File: config.mk
export PLATFORM = sky130hd
export DESIGN_NAME = serial_paralelo
export DESIGN_NICKNAME = d
export VERILOG_FILES = /design/src/rtl/serial_paralelo.sv
export SDC_FILE = /design/constraint.sdc
export NUM_CORES = 1
export LEC_CHECK = 0
export ABC_AREA = 1
export CORE_MARGIN = 2
export CORE_UTILIZATION = 50
export DETAILED_ROUTE_END_ITERATION = 6
export GPL_TIMING_DRIVEN = 0
export PLACE_DENSITY = 0.72
export SYNTH_ARGS = -nofsm -noshare
export SYNTH_HDL_FRONTEND = slang
export SYNTH_SLANG_ARGS = --single-unit
File: constraint.sdc
create_clock -name clk32_f -period 1.5 [get_ports clk32_f]
set_input_delay 0.15 -clock clk32_f [delete_from_list [all_inputs] [get_ports clk32_f]]
set_output_delay 0.15 -clock clk32_f [all_outputs]
set_load 0.03 [all_outputs]
File: src/rtl/serial_paralelo.sv
`default_nettype none
// +--------------------------------------------------------------------------+
// | Module      : serial_paralelo                                            |
// | Description : MSB-first serial-to-parallel receiver with comma alignment |
// |               and lock detection.                                        |
// | Revision    : 1.0                                                        |
// +--------------------------------------------------------------------------+
module serial_paralelo #(
    parameter logic [7:0]  COMMA       = 8'hBC,
    parameter int unsigned COMMA_COUNT = 4
) (
    input  logic       clk32_f,
    input  logic       reset,
    input  logic       data_in,
    output logic [7:0] data_out,
    output logic       valid_out,
    output logic       active,
    output logic       comma_det
);

    localparam logic [1:0] ST_HUNT    = 2'd0;
    localparam logic [1:0] ST_LOCKING = 2'd1;
    localparam logic [1:0] ST_LOCKED  = 2'd2;
    localparam logic [3:0] C_LOCK_CNT = 4'(COMMA_COUNT);

    logic [1:0] r_state;
    logic [7:0] r_sr;
    logic [2:0] r_bit_cnt;
    logic [3:0] r_bc_cnt;
    logic [7:0] r_data_out;
    logic       r_valid;
    logic       r_active;
    logic       r_comma_det;

    logic [1:0] w_state;
    logic [2:0] w_bit_cnt;
    logic [3:0] w_bc_cnt;
    logic [3:0] w_bc_inc;
    logic [7:0] w_data_out;
    logic       w_valid;
    logic       w_active;
    logic       w_comma_det;
    logic [7:0] w_nxt;
    logic       w_is_comma;
    logic       w_boundary;

    // Candidate byte includes the bit arriving this cycle
    assign w_nxt      = {r_sr[6:0], data_in};
    assign w_is_comma = (w_nxt == COMMA);
    assign w_boundary = (r_bit_cnt == 3'd7);
    assign w_bc_inc   = r_bc_cnt + 4'd1;

    always_comb begin
        w_state     = r_state;
        w_bit_cnt   = r_bit_cnt;
        w_bc_cnt    = r_bc_cnt;
        w_data_out  = r_data_out;
        w_valid     = 1'b0;
        w_active    = r_active;
        w_comma_det = 1'b0;
        case (r_state)
            ST_HUNT: begin
                if (w_is_comma) begin
                    w_bit_cnt = 3'd0;
                    w_bc_cnt  = 4'd1;
                    if (C_LOCK_CNT == 4'd1) begin
                        w_state  = ST_LOCKED;
                        w_active = 1'b1;
                    end else begin
                        w_state  = ST_LOCKING;
                    end
                end
            end
            ST_LOCKING: begin
                w_bit_cnt = r_bit_cnt + 3'd1;
                if (w_boundary) begin
                    if (w_is_comma) begin
                        w_comma_det = 1'b1;
                        w_bc_cnt    = w_bc_inc;
                        if (w_bc_inc == C_LOCK_CNT) begin
                            w_state  = ST_LOCKED;
                            w_active = 1'b1;
                        end
                    end else begin
                        w_state  = ST_HUNT;
                        w_bc_cnt = 4'd0;
                    end
                end
            end
            ST_LOCKED: begin
                w_bit_cnt = r_bit_cnt + 3'd1;
                if (w_boundary) begin
                    if (w_is_comma) begin
                        w_comma_det = 1'b1;
                    end else begin
                        w_data_out = w_nxt;
                        w_valid    = 1'b1;
                    end
                end
            end
            default: begin
                w_state = ST_HUNT;
            end
        endcase
    end

    always_ff @(posedge clk32_f) begin
        if (reset) begin
            r_state     <= ST_HUNT;
            r_sr        <= 8'h00;
            r_bit_cnt   <= 3'd0;
            r_bc_cnt    <= 4'd0;
            r_data_out  <= 8'h00;
            r_valid     <= 1'b0;
            r_active    <= 1'b0;
            r_comma_det <= 1'b0;
        end else begin
            r_state     <= w_state;
            r_sr        <= w_nxt;
            r_bit_cnt   <= w_bit_cnt;
            r_bc_cnt    <= w_bc_cnt;
            r_data_out  <= w_data_out;
            r_valid     <= w_valid;
            r_active    <= w_active;
            r_comma_det <= w_comma_det;
        end
    end

    assign data_out  = r_data_out;
    assign valid_out = r_valid;
    assign active    = r_active;
    assign comma_det = r_comma_det;

endmodule
`default_nettype wire
==> impl_metrics.csv, run 1 <==
group,metric,value,unit
outcome,status,"finished, final reports clean",
pwr,vdd_drop_max,0.000925,V
route,postRouteWirelength,2.43,mm
global_route,grt_pass1_wl,4.12,mm
timing,worst_pin_slew,0.432,ns
synthesis,synth_compound_area_frac,0.109,
synthesis,ys_types,25,
global_route,grt_usage,0.191,
place,dp.final_hpwl,1.87,mm
cts,cts-hold-fix-buffers,0,
synthesis,synth_common_cells,"30 x nand2_1, 27 x dfxtp_1, 23 x nor2_1, 19 x inv_1, 15 x nand3_1",
pwr,p_leak,0.671,nW
cts,cts_max_path_buffers,2,
final_layout,syn2layout_area_growth,19.8,%
synthesis,synth_flop_cell,"dfxtp_1",
cts,cts_tree,"yes",
cts,cts-root-buf,"clkbuf_4",
timing,fmax,0.711,GHz
global_route,grt_antenna_before_repair,0,
synthesis,synthTopCellsByArea,"dfxtp_1 42%, nand2_1 8.8%, ha_1 7.9%, nor2_1 6.8%, nand3_1 5.9%",
timing,min_period,1.41,ns
synthesis,ys_ff_latch,27,
final_layout,fill_cells,232,
route,route.detailed.drc,0,
floorplan,core,2450,sq um
cts,htreeDepth,1,
global_route,overflow,0,
synthesis,synth_top_family_by_area,"simple AND/OR/NAND/NOR gates",
floorplan,die_y,54.4,um
run,drv_cap,0,
timing,slew_viol_final,0,
cts,clk_pin_slew,0.16,ns
route,first_iter_violations,6,
timing,fin_worst_skew,0.0202,ns
final_layout,layout-drive-gt1-share,0.203,
timing,setup_viol_count_final,0,
pwr,p_per_area,1280,nW/um^2
floorplan,start_util,0.518,
synthesis,synth.most_common_cell,"nand2_1",
hold_path,hold_class,"in2reg",
synthesis,synthSimpleGateAreaFrac,0.316,
setup_path,crit_path_end_kind,"register",
timing,relSlewSlack,0.712,
synthesis,synth_xor_xnor_area_share,0,
setup_path,required,1.73,ns
synthesis,async_flop_share,0,
route,via_count,1054,
synthesis,syn_inst,164,
route,ant_nets,0,
floorplan,die_area,2960,sq um
synthesis,syn-num-nets,175,
synthesis,avgSynthCellArea,7.76,sq um
place,place_congestion,0.712,
timing,finalHoldViolCount,0,
route,wl_per_cell,11.5,um
route,via_per_inst,4.97,
final_layout,layout.nets,194,
cts,numCtsBuffers,3,
global_route,grt_max_degree,17,
synthesis,synth_edf_count,0,
global_route,grt_pass1_vias,988,
floorplan,io-pin-count,14,
setup_path,cp-start-kind,"register",
timing,fin_ws,0.0933,ns
floorplan,die_w,54.4,um
synthesis,synth_area,1270,sq um
synthesis,synth_mux_area_frac,0,
synthesis,ys_seq_area_frac,0.425,
synthesis,synth_fa_ha_area_frac,0.0787,
synthesis,synth_top_area_share,0.425,
synthesis,synth_warnings,0,
setup_path,arrival,1.63,ns
final_layout,diodes,0,
setup_path,critical_path_class,"reg2reg",
place,preCtsSetupSlack,-0.0729,ns
synthesis,synth.largest_area_cell,"dfxtp_1",
floorplan,rows,18,
timing,finalCritPeriodShare,0.938,
timing,hold_slack,0.394,ns
setup_path,crit_path_max_fanout,6,
place,place.port_buffers,13,
cts,cts.sinks,27,
cts,insertion_delay,0.33,ns
route,dr.pass1.iters,2,
-- critical path: stages (launching register included) --
cell     delay, ns
dfxtp_2       0.38
ha_2          0.20
ha_4          0.14
inv_1         0.05
nand2_2       0.06
nand2_2       0.06
a21oi_4       0.19
inv_2         0.08
nor2_1        0.10
nor2_1        0.05
-- cell families (layout without fill, tap and decap cells) --
group | Yosys count | in the layout
compound gates | 22 | 22
fa+ha+maj | 8 | 8
buf+inv | 24 | 42
flops | 27 | 27
simple gates | 83 | 83
-- report_power, final --
group / leakage [nW] / internal [mW] / total, mW / switching, mW
clock network: 0.0139 / 0.102 / 0.322 / 0.220
logic: 0.436 / 0.311 / 0.725 / 0.414
registers: 0.221 / 0.808 / 0.897 / 0.0887
-- what timing repair did --
| item | in CTS | in global routing |
|---|---|---|
| gates resized for setup | 12 | 16 |
| setup buffers | 0 | 1 |
| endpoints found under the setup margin | 21 | 12 |
| pin swaps | 0 | 1 |
-- sequential cells by signal, indices dropped and copies added, names as in the netlist --
| signal | count |
|---|---|
| valid_out | 1 |
| r_bc_cnt | 4 |
| active | 1 |
| data_out | 8 |
| comma_det | 1 |
| r_bit_cnt | 3 |
| r_sr | 7 |
| r_state | 2 |
-- path summary, 6_finish.rpt --
kind,slack [ns],from,depth (start not counted),to
hold / removal,0.39,data_in,3,r_sr[0]
setup reg to reg,0.09,r_bit_cnt[0],9,r_bc_cnt[2]
hold reg to reg,0.47,r_sr[4],2,r_sr[5]
setup / recovery,0.09,r_bit_cnt[0],9,r_bc_cnt[2]
-- area by class of cell --
cell class	instances	area [sq um]	area share
clock buffer	3	22.5	0.0148
sequential	27	547	0.359
tap	30	37.5	0.0246
multi-input combinational	113	686	0.450
timing repair buffer	14	131	0.0862
inverter	22	83.8	0.0550
clock inverter	1	7.51	0.00493
buffer	2	8.76	0.00575
-- stage by stage --
step                       util  std cells  setup TNS [ns]  power [mW]  instance area, sq um
after floorplan               -        164               0        1.40                  1270
after global placement    0.587        207         -0.0241        1.48                  1440
after detailed placement  0.587        207          -0.515        1.52                  1440
after CTS                 0.600        211               0        1.89                  1470
after global routing      0.621        212         -0.0161        2.08                  1520
final                     0.621        212               0        1.94                  1520
-- metal layers --
layer,part of all wire,GRT usage
met5,0,0
met4,0.016,0.0875
met3,0.021,0.0246
met2,0.49,0.347
met1,0.47,0.221
-- cells in the final DEF, fill, tap and decap left out --
| master | n |
|---|---|
| nand4_1 | 1 |
| or2_1 | 1 |
| o21ai_2 | 1 |
| nor3b_1 | 1 |
| clkdlybuf4s50_1 | 2 |
| inv_1 | 17 |
| nor3_2 | 1 |
| o21ai_0 | 1 |
| clkbuf_1 | 1 |
| ha_2 | 1 |
| nor2_2 | 4 |
| clkinvlp_4 | 1 |
| dlymetal6s2s_1 | 2 |
| nand3_1 | 15 |
| buf_2 | 1 |
| o21ai_1 | 4 |
| nor3_4 | 1 |
| nand2_4 | 3 |
| dfxtp_1 | 22 |
| nand3_2 | 1 |
| dfxtp_2 | 5 |
| a21oi_1 | 13 |
| inv_2 | 4 |
| buf_4 | 1 |
| clkinv_2 | 1 |
| nand2_1 | 29 |
| ha_1 | 4 |
| nand2_2 | 4 |
| a21oi_4 | 2 |
| dlygate4sd2_1 | 9 |
| o31ai_1 | 1 |
| clkbuf_4 | 3 |
| ha_4 | 3 |
| nor2_1 | 22 |
Power figures use the tool's default switching activity.
==> run 2, diff against run 1 <==
- SLEW_MARGIN: unset -> 5
==> results of run 2 <==
No change in the layout: final DEF, timing and power equal those of run 1.
